===== config.mk =====
export PLATFORM = sky130hd
export DESIGN_NAME = fifo_wptr_full
export DESIGN_NICKNAME = d
export VERILOG_FILES = /design/src/rtl/fifo_pkg.sv /design/src/rtl/sync_2ff.sv /design/src/rtl/fifo_wptr_full.sv
export SDC_FILE = /design/constraint.sdc
export NUM_CORES = 1
export LEC_CHECK = 0
export CAP_MARGIN = 20
export CORE_ASPECT_RATIO = 1.1
export CORE_MARGIN = 3
export CORE_UTILIZATION = 42
export DETAILED_ROUTE_END_ITERATION = 8
export GPL_TIMING_DRIVEN = 0
export PLACE_DENSITY = 0.83
export SLEW_MARGIN = 40
export SYNTH_ARGS = -nofsm -noshare
export SYNTH_HDL_FRONTEND = slang
export SYNTH_HIERARCHICAL = 1
export SYNTH_SLANG_ARGS = --single-unit
export TNS_END_PERCENT = 100

===== constraint.sdc =====
create_clock -name wclk -period 2.3 [get_ports wclk]
set_clock_uncertainty 0.1 [all_clocks]
set_input_delay 0.46 -clock wclk [delete_from_list [all_inputs] [get_ports wclk]]
set_output_delay 0.46 -clock wclk [all_outputs]
set_load 0.03 [all_outputs]

===== src/rtl/fifo_pkg.sv =====
// fifo_pkg: shared pointer helpers for the async FIFO control stages.
//   PTR_WIDTH_DEF / DEPTH_DEF : default pointer address width and depth.
//   bin2gray / gray2bin       : code conversions on zero-padded 32-bit
//                               vectors, so they work for any pointer width
//                               up to 32 bits. Callers cast in and out.
//   full_cmp                  : the Gray value the write pointer takes when
//                               it is exactly one lap ahead of the read
//                               pointer (top two Gray bits inverted).
package fifo_pkg;

    localparam int PTR_WIDTH_DEF = 3;
    localparam int DEPTH_DEF     = 8;

    function automatic logic [31:0] bin2gray(input logic [31:0] b);
        return b ^ (b >> 1);
    endfunction

    // Upper bits must be zero; each binary bit is the XOR of all Gray bits
    // at and above it.
    function automatic logic [31:0] gray2bin(input logic [31:0] g);
        logic [31:0] b;
        b[31] = g[31];
        for (int i = 30; i >= 0; i--) begin
            b[i] = b[i+1] ^ g[i];
        end
        return b;
    endfunction

    // w is the full pointer width (address bits + wrap bit), w >= 3.
    function automatic logic [31:0] full_cmp(input logic [31:0] g, input int w);
        return g ^ (32'd3 << (w - 2));
    endfunction

endpackage


===== src/rtl/sync_2ff.sv =====
// sync_2ff: two-flop synchronizer for a Gray-coded pointer crossing into the
// local clock domain. Asynchronous active-high reset clears both stages.
//   wclk : destination clock
//   wrst : asynchronous active-high reset
//   d    : unsynchronized input (WIDTH bits)
//   q    : synchronized output, two edges after d
module sync_2ff #(
    parameter int WIDTH = 4
) (
    input  logic             wclk,
    input  logic             wrst,
    input  logic [WIDTH-1:0] d,
    output logic [WIDTH-1:0] q
);

    logic [WIDTH-1:0] s1_d, s1_q;
    logic [WIDTH-1:0] s2_d, s2_q;

    always_comb begin
        s1_d = d;
        s2_d = s1_q;
    end

    always_ff @(posedge wclk or posedge wrst) begin
        if (wrst) begin
            s1_q <= '0;
            s2_q <= '0;
        end else begin
            s1_q <= s1_d;
            s2_q <= s2_d;
        end
    end

    assign q = s2_q;

endmodule


===== src/rtl/fifo_wptr_full.sv =====
// fifo_wptr_full: write-side control of the async FIFO (wclk domain).
// Keeps the binary/Gray write pointers, synchronizes the read Gray pointer,
// and registers full, almost_full, fill level, write ack and overflow.
//   wclk, wrst    : write clock, asynchronous active-high reset
//   wr_en         : write request; accepted when full is low
//   g_rptr_async  : Gray read pointer from the rclk domain
//   ovf_clr       : clears the sticky overflow flag
//   b_wptr        : binary write pointer (memory address = low PTR_WIDTH bits)
//   g_wptr        : Gray write pointer to the read-side synchronizer
//   full, almost_full, wr_level : occupancy as seen from wclk
//   wr_ack        : a write was accepted on the previous edge
//   overflow      : sticky, set by a write attempt while full
module fifo_wptr_full
    import fifo_pkg::*;
#(
    parameter int PTR_WIDTH    = PTR_WIDTH_DEF,
    parameter int DEPTH        = DEPTH_DEF,
    parameter int AFULL_THRESH = 6
) (
    input  logic               wclk,
    input  logic               wrst,
    input  logic               wr_en,
    input  logic [PTR_WIDTH:0] g_rptr_async,
    input  logic               ovf_clr,
    output logic [PTR_WIDTH:0] b_wptr,
    output logic [PTR_WIDTH:0] g_wptr,
    output logic               full,
    output logic               almost_full,
    output logic [PTR_WIDTH:0] wr_level,
    output logic               wr_ack,
    output logic               overflow
);

    localparam int PW = PTR_WIDTH + 1;
    localparam logic [PTR_WIDTH:0] AFULL_T = PW'(AFULL_THRESH);

    if (DEPTH != (1 << PTR_WIDTH)) begin : g_bad_depth
        $error("fifo_wptr_full: DEPTH must equal 2**PTR_WIDTH");
    end
    if (AFULL_THRESH < 1 || AFULL_THRESH > DEPTH) begin : g_bad_thresh
        $error("fifo_wptr_full: AFULL_THRESH out of range 1..DEPTH");
    end

    logic [PTR_WIDTH:0] rq2;
    logic [PTR_WIDTH:0] rbin;
    logic               acc;
    logic [PTR_WIDTH:0] b_next, g_next, diff;

    logic [PTR_WIDTH:0] b_wptr_d, b_wptr_q;
    logic [PTR_WIDTH:0] g_wptr_d, g_wptr_q;
    logic [PTR_WIDTH:0] level_d, level_q;
    logic               full_d, full_q;
    logic               afull_d, afull_q;
    logic               ack_d, ack_q;
    logic               ovf_d, ovf_q;

    sync_2ff #(.WIDTH(PW)) u_rptr_sync (
        .wclk (wclk),
        .wrst (wrst),
        .d    (g_rptr_async),
        .q    (rq2)
    );

    always_comb begin
        acc    = wr_en & ~full_q;
        b_next = b_wptr_q + PW'(acc);
        g_next = PW'(bin2gray(32'(b_next)));
        rbin   = PW'(gray2bin(32'(rq2)));
        // Modulo subtraction; the wrap bit keeps this within 0..DEPTH.
        diff   = b_next - rbin;

        b_wptr_d = b_next;
        g_wptr_d = g_next;
        // Compare the next pointer so full rises on the edge that
        // registers the DEPTH-th outstanding write.
        full_d   = (g_next == PW'(full_cmp(32'(rq2), PW)));
        level_d  = diff;
        afull_d  = (diff >= AFULL_T);
        ack_d    = acc;
        // A new overflow event beats a simultaneous clear.
        ovf_d    = (wr_en & full_q) | (ovf_q & ~ovf_clr);
    end

    always_ff @(posedge wclk or posedge wrst) begin
        if (wrst) begin
            b_wptr_q <= '0;
            g_wptr_q <= '0;
            level_q  <= '0;
            full_q   <= 1'b0;
            afull_q  <= 1'b0;
            ack_q    <= 1'b0;
            ovf_q    <= 1'b0;
        end else begin
            b_wptr_q <= b_wptr_d;
            g_wptr_q <= g_wptr_d;
            level_q  <= level_d;
            full_q   <= full_d;
            afull_q  <= afull_d;
            ack_q    <= ack_d;
            ovf_q    <= ovf_d;
        end
    end

    assign b_wptr      = b_wptr_q;
    assign g_wptr      = g_wptr_q;
    assign full        = full_q;
    assign almost_full = afull_q;
    assign wr_level    = level_q;
    assign wr_ack      = ack_q;
    assign overflow    = ovf_q;

endmodule


==> results.txt <==
The critical path ends at almost_full$_DFF_PP0_. The number of antenna cells inserted is 0. The count of nets left with antenna violations after detail routing came out at 0. The origin of the worst min-delay path is u_rptr_sync/s1_q[3]$_DFF_PP0_. The logic depth of the worst register-to-register path came out at 9. The cell type group with the largest total delay on the critical path is adder cells. The first-pass iteration count of the detailed router is 2. The worst-case register-to-register setup slack came out at 160 ps. Buffers inserted during clock tree synthesis total 3. In this run, synthesis produced a sequential element count of 23. Global routing used 2.68% of the available met3 tracks.

The total routing resource utilization after global routing came out at between 10% and 20%. Yosys mapped the design onto 18 distinct sky130hd cell types. Cells fill 63.8% of the core in the end. The highest ir drop seen on vdd is 0.000691 V.

The time the worst path needs with I/O delays and setup is about 2200 ps. On the worst path, the slowest cell contributes a delay of just under 300 ps. The die outline area is 2790 µm². The tightest slew margin relative to the limit is 64.4%. The die outline height is roughly 55 µm.

The fraction of layout cells with a size suffix above 1 came out at 18.8%. Global routing consumed, on the met2 layer, between 20% and 30% of the routing resources. After synthesis the cells add up to 920 µm². The clock sink count came out at 23. The region available for standard cell placement spans just over 2000 µm².

The share of the yosys chip area belonging to registers is 62.6%. The number of warnings issued by yosys is 6. The I/O pin total came out at 24. The area growth from synthesis to layout is 41.6%. The first-pass GRT wire length is about 2400 µm. The count of buffers from port buffering is 23. Including well taps, the total number of placed cells is 116. The number of cells on the critical path came out at 10. The final weighted congestion of routability-driven global placement came out at roughly 0.64. The worst setup path is launched from a primary input.

The HPWL after detailed placement is 1040 µm. The highest achievable clock rate is 453 MHz. The average size of a mapped cell came out at between 10 and 15 µm². Among the stages of the critical path, the cell type that occurs most often is sky130_fd_sc_hd__ha_4. STA classifies the critical path endpoint as a register. The critical path arrival came out at between 2000 and 2500 ps.

The worst reg2reg path startpoint is full$_DFF_PP0_. The total buffers and inverters traversed by the critical path came out at 1. Once routing completed, OpenROAD measured the worst setup slack at 94.7 ps. Clock-pin slew was measured on the worst setup and hold paths at approximately 110 ps.

The tool flagged a number of max-cap violations equal to 0. The wire length reported by the detailed router is 1400 µm. The worst setup slack before clock tree synthesis came out at -594 ps. The remaining global-route overflow is 0. Dividing the detail-routed wire length by the instance count gives 11.3 µm. The slowest stage cell on the critical path is sky130_fd_sc_hd__ha_4.

The number of antenna violations at the first check in global routing is 0. The instance count of the mapped netlist is 65. The detailed router placed 562 vias in this run. The cell sitting at the root of the clock tree is a sky130_fd_sc_hd__clkbuf_4. The areal power density over the cells is 1650 nW/µm². The post-layout total power came out at 0.00215 W.

After the last flow step, the layout net total stands at 111. The critical path starts at wr_en. The actual transition at the worst max-transition pin came out at approximately 530 ps. TritonCTS built the clock tree. For this configuration, the core starts out at a cell density of 45.0%.

The endpoint required time on the critical path came out at between 2000 and 2500 ps. Ranked by total cell area, the synthesized netlist is headed by sky130_fd_sc_hd__dfrtp_1 63%, sky130_fd_sc_hd__ha_1 6.8%, sky130_fd_sc_hd__xnor2_1 4.8%. In this run the critical register-to-register path is captured at almost_full$_DFF_PP0_. The final count of negative-setup-slack endpoints came out at 0. The net count after synthesis came out at 79. The clock latency at the later pin of the worst-skew pair came out at just over 300 ps. The site row count came out at 17. The final critical-path share of the clock period came out at 95.9%. After synthesis, the largest area contributor takes up 62.6% of total cell area. The number of failing hold endpoints at the final stage came to 0. Once layout is complete, the cells apart from fillers number ~120. In the layout the commonest cells are 22 x sky130_fd_sc_hd__dfrtp_1, 22 x sky130_fd_sc_hd__clkdlybuf4s50_1, 9 x sky130_fd_sc_hd__inv_1. Traced cell by cell, the critical path runs through dlygate4sd2_1, nor2b_4, ha_2, ha_4, xor2_4, ha_4, nand2_1, o21ai_1, xor3_1, a21o_1. The cell type with the highest aggregate area in the netlist is sky130_fd_sc_hd__dfrtp_1.

The CTS H-tree depth is 1. After detailed routing, the number of remaining DRC violations is 0. The met1 global-route usage came out at 11.8%.

The leakage power of the design is 0.587 nW. The critical-path maximum fanout came out at 3. The layer flagged by global routing as most heavily used is met2. The path class of the tightest hold or removal check is reg -> reg. The quantity of hold-fixing buffers added after cts is 0. The violation count after the first detailed-route iteration is 4. The type of the setup path with the least slack is in -> reg. Entering global routing, the biggest net connects 16 pins.

The run finished with clean final reports. The number of slew-limit violations in the final report came out at 0. The via count of the first global-routing pass came to 562. The die width is 50.6 µm. The maximum count of clock buffers along a single path came out at 2. Setup repair after global routing left no endpoint under its margin. The post-detailed-route via-to-cell ratio came out at 4.53.
[flip-flops by register name (all words and copies together) (netlist names)]
register,flops
u_rptr_sync/q,4
wr_level,4
full,1
b_wptr,4
overflow,1
almost_full,1
u_rptr_sync/s1_q,4
wr_ack,1
g_wptr,3
[per-layer routing]
layer / routed length [µm] / part of all wire, %
met2: 754 / 54
met1: 502 / 36
met5: 0 / 0
met4: 43 / 3.1
met3: 94 / 6.7
[through the flow]
step,setup TNS (ps),instance area (µm²),hold slack (ps)
finish,0,1300,263
global route,0,1300,270
CTS,0,1290,266
detailed placement,-1720,1220,237
global placement,-1480,1220,232
floorplan,0,960,176
[cell usage after synthesis (all sizes together)]
master,number
or3,2
a21o,1
dfrtp,23
a21oi,1
xor3,1
fa,1
nand3,3
xnor2,5
ha,5
nand2,2
buf,1
xor2,7
a22oi,1
inv,9
nor2b,1
o21ai,2
[power breakdown]
group | total (W) | switching [W] | leakage (nW) | internal [W]
clock network | 0.000181 | 0.000114 | 0.0150 | 0.0000678
logic | 0.00132 | 0.000693 | 0.302 | 0.000632
registers | 0.000643 | 0.0000837 | 0.270 | 0.000559
total | 0.00215 | 0.000890 | 0.587 | 0.00126
[how the worst min path moves through the flow]
stage,end,depth (start not counted)
finish,u_rptr_sync/q[3]$_DFF_PP0_,0
global route,u_rptr_sync/q[3]$_DFF_PP0_,0
CTS,u_rptr_sync/q[3]$_DFF_PP0_,0
detailed placement,u_rptr_sync/q[3]$_DFF_PP0_,0
global placement,u_rptr_sync/q[0]$_DFF_PP0_,0
floorplan,u_rptr_sync/q[0]$_DFF_PP0_,1
[logic make-up after synthesis]
kind of cell / after synthesis / share of synthesized area, %
AOI/OAI and AO/OA: 5 / 3.27
xor gates and xnor gates: 13 / 15.6
adders and majority gates: 6 / 8.98
buffers and inverters: 10 / 4.49
DFF: 23 / 62.6
and+or+nand+nor: 8 / 5.03
[area by class of cell]
cell class | count | area (µm²)
Timing Repair Buffer | 27 | 259
Clock buffer | 4 | 26.3
Multi-Input combinational cell | 32 | 364
Fill cell | 158 | 739
Sequential cell | 23 | 577
Buffer | 1 | 7.51
Tap cell | 28 | 35.0
Inverter | 9 | 33.8
[worst reg2reg max path: cells and delay by family (launching register included)]
kind                       cells  cell delay [ps]
adders and majority gates      3              670
DFF                            1              410
AOI/OAI and AO/OA              2              310
and+or+nand+nor                2              100
xor gates and xnor gates       2              460
[what timing repair did]
| item | in CTS | in global routing |
|---|---|---|
| pin swaps | 3 | 1 |
| resized for setup | 5 | 1 |
| buffers inserted | 3 | 1 |
| gates cloned | 0 | 0 |
| setup endpoints to repair | 3 | 2 |
Note: power is estimated with default switching activity, not from simulation.
